**src/rtl/fetch_pc_gen_if.sv**
```systemverilog
// Fetch request channel between the PC generator and the I-cache front end.
// The generator drives the request and its decode; the cache returns ready.
interface fetch_pc_gen_if #(
    parameter int FETCH_WIDTH = 1
);
    logic                   req_valid_o;
    logic                   req_ready_i;
    logic [31:0]            pc_o;
    logic [FETCH_WIDTH-1:0] fetch_mask_o;
    logic [31:0]            exception_type_o;

    modport master (
        output req_valid_o,
        output pc_o,
        output fetch_mask_o,
        output exception_type_o,
        input  req_ready_i
    );

    modport slave (
        input  req_valid_o,
        input  pc_o,
        input  fetch_mask_o,
        input  exception_type_o,
        output req_ready_i
    );
endinterface

```
**src/rtl/fetch_pc_gen.sv**
```systemverilog
// IF-stage fetch PC generator: issues pc_o over a valid/ready request. Redirects land 1 cycle after sampling.
// PC holds under stall or !ready; a branch seen while held is latched and applied on the next advance.
module fetch_pc_gen #(
    parameter logic [31:0] RESET_PC    = 32'hbfc0_0000,
    parameter int          FETCH_WIDTH = 1,
    parameter int          STALL_WIDTH = 4
) (
    input  logic                   clock_i,
    input  logic                   reset_i,
    input  logic [STALL_WIDTH-1:0] stall_i,
    input  logic                   exception_i,
    input  logic [31:0]            exception_pc_i,
    input  logic                   branch_enable_i,
    input  logic [31:0]            branch_addr_i,
    output logic                   redirect_pending_o,
    fetch_pc_gen_if.master         req
);
    localparam int          BLK       = $clog2(4 * FETCH_WIDTH);
    localparam logic [31:0] BLK_BYTES = 32'(4 * FETCH_WIDTH);

    logic [31:0] pc_q;
    logic        vld_q;
    logic        pend_vld_q;
    logic [31:0] pend_addr_q;
    logic        adv;
    logic [31:0] blk_base;

    assign adv      = vld_q & req.req_ready_i & ~|stall_i;
    assign blk_base = pc_q & ~(BLK_BYTES - 32'd1);

    always_ff @(posedge clock_i) begin
        if (reset_i) begin
            pc_q        <= RESET_PC;
            vld_q       <= 1'b0;
            pend_vld_q  <= 1'b0;
            pend_addr_q <= 32'd0;
        end else begin
            vld_q <= 1'b1;
            if (exception_i) begin
                // Aborts any outstanding request and drops a same-cycle or pending branch.
                pc_q       <= exception_pc_i;
                pend_vld_q <= 1'b0;
            end else if (branch_enable_i && adv) begin
                pc_q       <= branch_addr_i;
                pend_vld_q <= 1'b0;
            end else if (branch_enable_i) begin
                pend_addr_q <= branch_addr_i;
                pend_vld_q  <= 1'b1;
            end else if (pend_vld_q && adv) begin
                pc_q       <= pend_addr_q;
                pend_vld_q <= 1'b0;
            end else if (adv) begin
                pc_q <= blk_base + BLK_BYTES;
            end
        end
    end

    generate
        if (FETCH_WIDTH == 1) begin : g_mask_single
            assign req.fetch_mask_o = 1'b1;
        end else begin : g_mask_multi
            logic [BLK-3:0]         slot;
            logic [FETCH_WIDTH-1:0] mask;
            assign slot = pc_q[BLK-1:2];
            always_comb begin
                mask = '0;
                for (int i = 0; i < FETCH_WIDTH; i++) begin
                    mask[i] = (i >= int'(slot));
                end
            end
            assign req.fetch_mask_o = mask;
        end
    endgenerate

    assign req.req_valid_o      = vld_q;
    assign req.pc_o             = pc_q;
    assign req.exception_type_o = (pc_q[1:0] == 2'b00) ? 32'd0 : 32'h8000_0000;
    assign redirect_pending_o   = pend_vld_q;
endmodule

```
**src/flat_wrapper.sv**
```systemverilog
// flat-port wrapper written by rule: the top's interface ports become plain ports
module fetch_pc_gen_flat 
#(
    parameter logic [31:0] RESET_PC    = 32'hbfc0_0000,
    parameter int          FETCH_WIDTH = 1,
    parameter int          STALL_WIDTH = 4
)
  (clock_i, reset_i, stall_i, exception_i, exception_pc_i, branch_enable_i, branch_addr_i, redirect_pending_o, req_req_valid_o, req_pc_o, req_fetch_mask_o, req_exception_type_o, req_req_ready_i);
  fetch_pc_gen_if #(.FETCH_WIDTH(FETCH_WIDTH)) req_i ();
  input  logic clock_i;
  input  logic reset_i;
  input  logic [STALL_WIDTH-1:0] stall_i;
  input  logic exception_i;
  input  logic [31:0] exception_pc_i;
  input  logic branch_enable_i;
  input  logic [31:0] branch_addr_i;
  output logic redirect_pending_o;
  output wire logic [$bits(req_i.req_valid_o)-1:0] req_req_valid_o;
  output wire logic [$bits(req_i.pc_o)-1:0] req_pc_o;
  output wire logic [$bits(req_i.fetch_mask_o)-1:0] req_fetch_mask_o;
  output wire logic [$bits(req_i.exception_type_o)-1:0] req_exception_type_o;
  input wire logic [$bits(req_i.req_ready_i)-1:0] req_req_ready_i;
  assign req_req_valid_o = req_i.req_valid_o;
  assign req_pc_o = req_i.pc_o;
  assign req_fetch_mask_o = req_i.fetch_mask_o;
  assign req_exception_type_o = req_i.exception_type_o;
  assign req_i.req_ready_i = req_req_ready_i;
  fetch_pc_gen #(.RESET_PC(RESET_PC), .FETCH_WIDTH(FETCH_WIDTH), .STALL_WIDTH(STALL_WIDTH)) u_core (.clock_i(clock_i), .reset_i(reset_i), .stall_i(stall_i), .exception_i(exception_i), .exception_pc_i(exception_pc_i), .branch_enable_i(branch_enable_i), .branch_addr_i(branch_addr_i), .redirect_pending_o(redirect_pending_o), .req(req_i));
endmodule
```
**config.mk**
```make
export PLATFORM = sky130hd
export DESIGN_NAME = fetch_pc_gen_flat
export DESIGN_NICKNAME = d
export VERILOG_FILES = /design/src/rtl/fetch_pc_gen_if.sv /design/src/rtl/fetch_pc_gen.sv /design/src/flat_wrapper.sv
export SDC_FILE = /design/constraint.sdc
export NUM_CORES = 1
export LEC_CHECK = 0
export CORE_UTILIZATION = 40
export DETAILED_ROUTE_END_ITERATION = 8
export GPL_ROUTABILITY_DRIVEN = 1
export PLACE_DENSITY = 0.75
export SYNTH_ARGS = -nofsm -noshare
export SYNTH_HDL_FRONTEND = slang
export SYNTH_SLANG_ARGS = --single-unit
export TNS_END_PERCENT = 10
```
**constraint.sdc**
```tcl
create_clock -name clock_i -period 2.4 [get_ports clock_i]
set_clock_uncertainty 0.1 [all_clocks]
set_input_delay 0.48 -clock clock_i [delete_from_list [all_inputs] [get_ports clock_i]]
set_output_delay 0.48 -clock clock_i [all_outputs]
set_load 0.02 [all_outputs]
```
==> results of run 1 <==
[sequential cells by signal (all words and copies together) (netlist names)]
signal,cells
u_core.req.pc_o,32
u_core.pend_addr_q,32
u_core.redirect_pending_o,1
u_core.req.req_valid_o,1
[worst min path at each step]
stage | end | slack (ns) | cells past startpoint
after floorplan | u_core.pend_addr_q[16] | 0.33 | 2
after global placement | u_core.pend_addr_q[16] | 0.34 | 2
after detailed placement | u_core.pend_addr_q[6] | 0.34 | 2
after CTS | u_core.pend_addr_q[5] | 0.35 | 2
after global routing | u_core.req.req_valid_o | 0.37 | 2
final | u_core.pend_addr_q[6] | 0.35 | 2
[cell families (layout without fill, tap and decap cells)]
group | count (synthesis) | in the layout
simple gates | 233 | 233
other cells | 2 | 32
mux | 6 | 6
xor+xnor | 10 | 10
buf+inv | 82 | 203
fa+ha+maj | 1 | 1
compound gates | 172 | 172
flops | 66 | 66
[layer usage]
| layer | global-route usage [%] | wire length [um] | up-vias |
|---|---|---|---|
| met5 | 0 | 0 | - |
| met4 | 8.88 | 375 | 0 |
| met3 | 5.95 | 1500 | 38 |
| met2 | 45.5 | 7140 | 314 |
| met1 | 38.7 | 6780 | 2357 |
| li1 | - | - | 2335 |
[worst register-to-register path, cell delays in order, from the launching register on]
cell	delay [ns]
dfxtp_1	0.48
nand4_1	0.22
or4_4	0.65
nor4_4	0.24
xnor2_1	0.12
a2111oi_2	0.33
[power by group through the flow]
| stage | combinational, uW | clock, uW | sequential (uW) |
|---|---|---|---|
| 2_1_floorplan | 334 | 0 | 1280 |
| 3_3_place_gp | 690 | 0 | 1250 |
| 3_5_place_dp | 700 | 0 | 1250 |
| 4_1_cts | 704 | 943 | 1230 |
| 5_1_grt | 759 | 1010 | 1240 |
| 6_report | 713 | 941 | 1230 |
[cells in the mapped netlist, drive strengths merged (5+ instances only)]
cell type / number / area share (%)
buf: 36 / 6.2
a21oi: 63 / 7.5
a211oi: 5 / 0.89
nand2b: 8 / 1.2
o211ai: 13 / 2.3
xor2: 6 / 1.3
inv: 8 / 0.71
or3: 5 / 0.74
nand4: 13 / 2.1
a31oi: 5 / 0.74
o22ai: 5 / 0.74
nor2: 26 / 2.3
a221o: 6 / 1.4
nand3: 25 / 3.0
and3: 8 / 1.2
dfxtp: 66 / 31
o21ai: 25 / 3.0
and4: 7 / 1.5
clkbuf: 37 / 3.3
o221ai: 5 / 1.0
nand2: 109 / 9.7
nor4: 11 / 2.0
nor3: 7 / 0.83
[through the flow]
step | worst slack, ns | TNS (ns)
floorplan | 0.225 | 0
detailed placement | -0.218 | -3.33
global placement | -0.194 | -3.25
finish | 0.0708 | 0
global route | 0.0129 | 0
CTS | 0.0602 | 0
[final cells by class]
| cell class | count | area, sq um | share of cell area (%) |
|---|---|---|---|
| inverter | 9 | 33.8 | 0.570 |
| sequential | 66 | 1320 | 22.3 |
| tap | 136 | 170 | 2.87 |
| clock buffer | 12 | 145 | 2.45 |
| timing repair buffer | 179 | 1640 | 27.8 |
| clock inverter | 3 | 40.0 | 0.676 |
| multi-input combinational | 454 | 2570 | 43.4 |
==> qor.txt, run 1 <==
CP Launch Type - register
Initial Util - 40.9%
CTS sink cnt - 66
Async S/R FF share, synth - 0%
flops & latches, synth - 66
RSZ-0062 raised after global routing - false
CP endpoint - redirect_pending_o
Final Non-Filler Cells - 859
Syn Area/Cell - 7.35 sq um
FP Rows - 37
fillers - 981
outcome - finished clean
Warnings, synthesis - 0
Hold Buf Count CTS - 0
first-pass GRT wire length - 24800 um
Hold Fails Final Rpt - 0
Seq/Total Area, Yosys - 31.4%
P_int - 1990 uW
initial antenna violation count - 0
r2r startpoint - u_core.req.pc_o[7]
commonest cells after routing, fill and taps aside - nand2_1, clkdlybuf4s50_1, buf_4
Worst Hold Margin - 0.350 ns
Peak Freq - 0.429 GHz
Layout Utilization - 57.6%
synth unique cells - 66
class of the worst hold path - register to register
I/O pin cnt - 140
commonest non-fill, non-tap cell in the layout - nand2_1
DRC - 0
vias in the first global route - 4725
NetSw - 890 uW
die span in y - 105 um
flop-to-flop setup slack - 0.17 ns
global route overflow - 0
Starting DRT DRC Count - 579
maxcap violations - 0
Slew Viols, Final - 0
Setup Buffers After CTS - 0
DP Area - 5740 sq um
overall power - 2880 uW
stages on the worst setup path - 1
Post-synth EDFFs - 0
Mapped Area - 4200 sq um
GP Congestion - 0.978
Clock Latency Late Sink - 0.34 ns
placed cell count - 844
worst-path cell chain - clkdlybuf4s50_1
routed len/inst - 18.4 um
CTS tree - done
Rel. slew slack - 56.8%
maximum vdd ir drop - 0.279 mV
final period demand of the worst path - 2.33 ns
nets - 793
post-route ant nets - 0
delay-heaviest family, CP - buffers and inverters
drt pass-1 iters - 6
Worst setup EP type - output pin
WP data arrival - 1.75 ns
Root Buffer - clkbuf_8
final period utilization - 97.0%
Ant. Diodes - 0
hpwl dp - 11400 um
pin count of the biggest net entering global routing - 58
Total Die Area - 10900 sq um
Post-Route WL - 15800 um
ys flop type - dfxtp_1
Worst R2R Path Depth - 5
# H-tree levels - 3
post_cts resized - 0
HP Start - u_core.pend_addr_q[6]
clock-pin slew on the worst setup and hold paths - 0.07 ns
crit path buf inv count - 1
share of cells above drive strength 1 - 13.4%
Cells after Synth - 572
crit path kind - register to output pin
Port Buf Inserts - 107
Req. time, crit path - 1.82 ns
largest family of logic cells by synthesized area - simple AND/OR/NAND/NOR gates
crit-path max cell delay - 0.72 ns
Global Route Usage Sum - 28.7%
via count - 5044
Finished Cell Area - 5920 sq um
Setup Viol. Count Final - 0
Flop pwr share - 42.6%
combinational power share - 24.7%
area added between synthesis and finish - 40.9%
Least-Margin Pin Slew - 0.647 ns
Clock Power Share - 32.6%
CP max-delay cell - clkdlybuf4s50_1
CTS Buffer Depth - 2
reg2reg end - u_core.req.pc_o[30]
Die Wd - 105 um
xor/xnor cell area share of the yosys netlist - 2.08%
multiplexer area fraction after synthesis - 1.49%
power density over the cells - 487 nW/um^2
CTS Buf Count - 9
placeable core area - 10300 sq um
simple-gate portion of the synthesized area - 27.2%
Synth Area in Adders - 0.298%
Net Sw Frac - 30.9%
CP startpoint - u_core.redirect_pending_o
CP max FO - 12
via/cell ratio - 5.87
LEAKAGE - 0.00226 uW
Compound-Gate Fraction of Synth Area - 27.1%
No activity file was read; power rests on OpenSTA's default activity.
==> inputs of run 2 (changes only) <==
--- a/config.mk
+++ b/config.mk
@@ -6,9 +6,11 @@
 export NUM_CORES = 1
 export LEC_CHECK = 0
 export CORE_UTILIZATION = 40
+export CTS_BUF_LIST = sky130_fd_sc_hd__clkbuf_16
 export DETAILED_ROUTE_END_ITERATION = 8
 export GPL_ROUTABILITY_DRIVEN = 1
 export PLACE_DENSITY = 0.75
+export SLEW_MARGIN = 30
 export SYNTH_ARGS = -nofsm -noshare
 export SYNTH_HDL_FRONTEND = slang
 export SYNTH_SLANG_ARGS = --single-unit
==> run 2 against run 1 <==
  * Utilization up 1.0 points
  * Worst hold slack worse by 0.0021 ns
  * Combinational power is essentially flat
  * Total power rose by 11%
  * Critical path type unchanged
  * Critical endpoint unchanged
  * Highest routed layer unchanged
==> qor.txt, run 2 (same netlist as run 1, synthesis figures left out) <==
HP Start - u_core.pend_addr_q[6]
Worst setup EP type - output pin
WP data arrival - 1.76 ns (about the same)
CP startpoint - u_core.redirect_pending_o
nets - 793 (unchanged)
delay-heaviest family, CP - buffers and inverters
Global Route Usage Sum - 28.9% (+0.24 points)
share of cells above drive strength 1 - 13.6% (+0.14 points)
final period demand of the worst path - 2.34 ns (+0.00661 ns)
CTS Buf Count - 9 (unchanged)
pin count of the biggest net entering global routing - 58 (unchanged)
CTS Buffer Depth - 2 (unchanged)
routed len/inst - 18.6 um (+1.1%)
Port Buf Inserts - 107 (unchanged)
initial antenna violation count - 0 (unchanged)
FP Rows - 37 (unchanged)
RSZ-0062 raised after global routing - false
Clock Latency Late Sink - 0.33 ns (about the same)
NetSw - 927 uW (+4.2%)
vias in the first global route - 4790 (+1.4%)
GP Congestion - 0.978 (unchanged)
maxcap violations - 0 (unchanged)
crit path kind - register to output pin
outcome - finished clean
hpwl dp - 11400 um (unchanged)
Worst R2R Path Depth - 5 (unchanged)
drt pass-1 iters - 9 (+3)
r2r startpoint - u_core.req.pc_o[10]
Total Die Area - 10900 sq um (unchanged)
CTS tree - done
Post-Route WL - 16000 um (+1.1%)
Hold Buf Count CTS - 0 (unchanged)
Req. time, crit path - 1.82 ns (about the same)
Flop pwr share - 38.4% (-4.2 points)
post-route ant nets - 0 (unchanged)
class of the worst hold path - register to register
Least-Margin Pin Slew - 0.654 ns (+0.00712 ns)
fillers - 963 (-1.8%)
Place WS - -0.218 ns (unchanged)
Layout Utilization - 58.7% (+1.0 points)
Rel. slew slack - 56.4% (-0.47 points)
worst-path cell chain - clkdlybuf4s50_1
clock-pin slew on the worst setup and hold paths - 0.05 ns (-0.02 ns)
CTS sink cnt - 66 (unchanged)
Slew Viols, Final - 0 (unchanged)
crit path buf inv count - 1 (unchanged)
I/O pin cnt - 140 (unchanged)
CP max FO - 12 (unchanged)
Peak Freq - 0.428 GHz (-0.28%)
DRC - 0 (unchanged)
Net Sw Frac - 28.9% (-1.9 points)
commonest non-fill, non-tap cell in the layout - nand2_1
Setup Viol. Count Final - 0 (unchanged)
# H-tree levels - 3 (unchanged)
die span in y - 105 um (unchanged)
Clock Power Share - 39.2% (+6.6 points)
Root Buffer - clkbuf_16
P_int - 2280 uW (+14%)
CP Launch Type - register
power density over the cells - 532 nW/um^2 (+9.3%)
placeable core area - 10300 sq um (unchanged)
Initial Util - 40.9% (unchanged)
final period utilization - 97.3% (+0.28 points)
crit-path max cell delay - 0.73 ns (about the same)
stages on the worst setup path - 1 (unchanged)
global route overflow - 0 (unchanged)
reg2reg end - u_core.req.pc_o[30]
maximum vdd ir drop - 0.317 mV (+13%)
worst hold path stage count - 2 (unchanged)
CP max-delay cell - clkdlybuf4s50_1
Die Wd - 105 um (unchanged)
Hold EP - u_core.pend_addr_q[6]
via/cell ratio - 5.93 (+0.91%)
commonest cells after routing, fill and taps aside - nand2_1, clkdlybuf4s50_1, buf_4
via count - 5090 (+0.91%)
overall power - 3210 uW (+11%)
Starting DRT DRC Count - 575 (-0.69%)
Setup TNS - 0 ns (unchanged)
first-pass GRT wire length - 24800 um (+0.28%)
area added between synthesis and finish - 43.4%
LEAKAGE - 0.00232 uW (+2.3%)
Hold Fails Final Rpt - 0 (unchanged)
flop-to-flop setup slack - 0.17 ns (about the same)
Ant. Diodes - 0 (unchanged)
combinational power share - 22.3% (-2.4 points)
Worst Setup Slack, final - 0.0642 ns (-0.00661 ns)
[run 2: cell count changes in the layout (fill, tap and decap cells not counted)]
cell / previous run / this run
inv_1: 6 / 8
o32ai_1: 2 / 1
clkbuf_8: 10 / 0
clkbuf_16: 0 / 9
nor4bb_2: 0 / 1
o32ai_2: 0 / 1
clkbuf_1: 2 / 0
nor4bb_1: 1 / 0
clkinv_1: 1 / 2
[run 2: what timing repair did]
action                                  in CTS  in global routing
gates resized for setup                      0                  3
endpoints found under the setup margin       0                  4
buffers inserted                             0                  0
[run 2: metal layers]
metal	vias up	share of wire [%]	track usage [%]
met1	2381	41	38.3
met3	48	10	5.39
met2	323	45	46.0
li1	2338	-	-
met4	0	2.9	11.6
met5	-	0	0
[run 2: metrics by stage]
step,cell area (sq um),hold slack [ns],cells
after global placement,5740,0.339,844
after CTS,6010,0.351,859
final,6030,0.348,859
after detailed placement,5740,0.344,844
after floorplan,4320,0.331,602
after global routing,6030,0.371,859
[run 2: worst max path at each step]
stage / to / slack (ns)
2_1_floorplan: u_core.req.pc_o[30] / 0.23
3_3_place_gp: u_core.req.pc_o[23] / -0.19
3_5_place_dp: u_core.req.pc_o[30] / -0.22
4_1_cts: redirect_pending_o / 0.08
5_1_grt: u_core.req.pc_o[12] / 0.03
6_report: redirect_pending_o / 0.06
[run 2: area by class of cell]
cell class / count / area [sq um] / area share, %
inverter: 9 / 33.8 / 0.560
tap: 136 / 170 / 2.82
clock inverter: 6 / 51.3 / 0.851
sequential: 66 / 1320 / 21.9
multi-input combinational: 454 / 2580 / 42.8
timing repair buffer: 179 / 1640 / 27.3
clock buffer: 9 / 225 / 3.74
[run 2: power by group through the flow]
stage | Combinational, uW | Sequential, uW | Clock (uW)
global placement | 690 | 1250 | 0
CTS | 705 | 1230 | 1270
floorplan | 334 | 1280 | 0
global route | 762 | 1240 | 1320
detailed placement | 700 | 1250 | 0
finish | 716 | 1230 | 1260
==> inputs of run 3 (changes only) <==
--- a/config.mk
+++ b/config.mk
@@ -5,11 +5,12 @@
 export SDC_FILE = /design/constraint.sdc
 export NUM_CORES = 1
 export LEC_CHECK = 0
-export CORE_UTILIZATION = 40
+export CORE_UTILIZATION = 47
 export CTS_BUF_LIST = sky130_fd_sc_hd__clkbuf_16
 export DETAILED_ROUTE_END_ITERATION = 8
 export GPL_ROUTABILITY_DRIVEN = 1
-export PLACE_DENSITY = 0.75
+export PLACE_DENSITY = 0.86
+export RECOVER_POWER = 100
 export SLEW_MARGIN = 30
 export SYNTH_ARGS = -nofsm -noshare
 export SYNTH_HDL_FRONTEND = slang
==> run 3 against run 2 <==
  * Cell area is 0.31% higher
  * Sequential power hardly changed
  * First-iteration DRC count is 20% lower
  * Combinational power is 0.7% lower
  * Clock-buffer cell count stayed put
  * Via count is 2.6% higher
  * Flip-flop and latch count stayed put
  * Cell count is 3.0% lower
  * Fmax is 0.11% higher
  * Global-route usage is 5.5 points higher
  * Sequential share of layout area hardly changed
  * Critical endpoint unchanged
==> qor.txt, run 3 (same netlist as run 1, synthesis figures left out) <==
clock-pin slew on the worst setup and hold paths - 0.06 ns (about the same)
Rel. slew slack - 57.1% (+0.73 points)
nets - 794 (+0.13%)
Worst setup EP type - output pin
grt peak-use layer - met2
CTS Buffer Depth - 2 (unchanged)
CTS tree - done
Place WS - -0.278 ns (-0.0598 ns)
Worst Hold Margin - 0.357 ns (+0.00847 ns)
Ant. Diodes - 0 (unchanged)
CP Launch Type - register
placeable core area - 8680 sq um (-16%)
Hold Fails Final Rpt - 0 (unchanged)
# H-tree levels - 3 (unchanged)
outcome - finished clean
die span in y - 96.6 um (-7.6%)
RSZ-0062 raised after global routing - false
Total Die Area - 9320 sq um (-15%)
global route overflow - 0 (unchanged)
initial antenna violation count - 0 (unchanged)
Peak Freq - 0.429 GHz (+0.11%)
commonest non-fill, non-tap cell in the layout - nand2_1
area added between synthesis and finish - 43.9%
Root Buffer - clkbuf_16
class of the worst hold path - register to register
post-route ant nets - 0 (unchanged)
GP Congestion - 0.969 (-0.91%)
maximum vdd ir drop - 0.431 mV (+36%)
Worst Setup Slack, final - 0.0668 ns (+0.00257 ns)
WP data arrival - 1.75 ns (about the same)
crit path kind - register to output pin
final period demand of the worst path - 2.33 ns (-0.00257 ns)
GR Util met3 - 7.20% (+1.8 points)
CP max FO - 12 (unchanged)
sequential standard cell area - 1320 sq um (about the same)
CTS Buf Count - 9 (unchanged)
Post-Route WL - 16000 um (+0.22%)
final period utilization - 97.2% (-0.11 points)
share of cells above drive strength 1 - 13.9% (+0.38 points)
maxcap violations - 0 (unchanged)
via/cell ratio - 6.27 (+5.8%)
FP Rows - 34 (-8.1%)
Die Wd - 96.6 um (-7.6%)
Layout Utilization - 69.7% (+11 points)
hpwl dp - 11500 um (+0.14%)
Initial Util - 48.4% (+7.5 points)
Least-Margin Pin Slew - 0.638 ns (-0.0168 ns)
Slew Viols, Final - 0 (unchanged)
power density over the cells - 547 nW/um^2 (+2.9%)
pin count of the biggest net entering global routing - 40 (-31%)
delay-heaviest family, CP - buffers and inverters
CTS sink cnt - 66 (unchanged)
Clock Latency Late Sink - 0.34 ns (about the same)
first-pass GRT wire length - 23800 um (-4.0%)
vias in the first global route - 4702 (-1.8%)
M1 GR Usage - 43.4% (+5.1 points)
via count - 5221 (+2.6%)
commonest cells after routing, fill and taps aside - nand2_1, clkdlybuf4s50_1, dfxtp_1
drt pass-1 iters - 5 (-4)
crit path buf inv count - 1 (unchanged)
routed len/inst - 19.2 um (+3.3%)
Global Route Usage Sum - 34.4% (+5.5 points)
Req. time, crit path - 1.82 ns (about the same)
worst-path cell chain - clkdlybuf4s50_1
crit-path max cell delay - 0.72 ns (about the same)
fillers - 718 (-25%)
Starting DRT DRC Count - 460 (-20%)
DRC - 0 (unchanged)
Port Buf Inserts - 107 (unchanged)
LEAKAGE - 0.00236 uW (+1.7%)
Setup Viol. Count Final - 0 (unchanged)
I/O pin cnt - 140 (unchanged)
GR Util met2 - 54.8% (+8.8 points)
Multi-input gate area - 2590 sq um (+0.39%)
CP max-delay cell - clkdlybuf4s50_1
Hold Buf Count CTS - 0 (unchanged)
## run 3: cell count changes in the layout (fill, tap and decap cells not counted), sizes merged
cell	before	now
buf	73	66
clkinv	4	3
inv	10	11
clkdlybuf4s50	106	72
dlygate4sd3	0	34
clkbuf	9	17
clkinvlp	0	1
## run 3: final cells by class
cell class                 instances  share of cell area [%]
sequential                        66                    21.9
timing repair buffer             180                    27.5
clock buffer                       9                    3.72
tap                              108                    2.23
multi-input combinational        454                    42.9
inverter                           9                   0.559
clock inverter                     7                    1.26
## run 3: power breakdown
part	switching, uW	internal (uW)
clock network	555	814
logic	384	326
registers	70.2	1160
## run 3: per-stage QoR
stage	setup TNS, ns	total power (uW)	std cells	area, sq um
floorplan	0	1620	602	4320
global placement	-8.87	1940	817	5730
detailed placement	-7.27	1960	817	5730
CTS	0	3310	833	6040
global route	0	3400	833	6050
finish	0	3310	833	6050
## run 3: layer usage
metal | wire [um] | share of wire [%]
met2 | 7290 | 46
met3 | 1840 | 11
met5 | 0 | 0
met4 | 681 | 4.3
met1 | 6180 | 39
## run 3: final timing paths
path,end,startpoint,slack [ns],cells after the start
max,redirect_pending_o,u_core.redirect_pending_o,0.07,1
min,u_core.pend_addr_q[16],u_core.pend_addr_q[16],0.36,2
max reg2reg,u_core.req.pc_o[22],u_core.redirect_pending_o,0.12,7
min reg2reg,u_core.pend_addr_q[16],u_core.pend_addr_q[16],0.36,2
## run 3: timing repair
action | in CTS | in global routing
setup endpoints to repair | 0 | 10
setup buffers | 0 | 0
gates resized for setup | 0 | 6
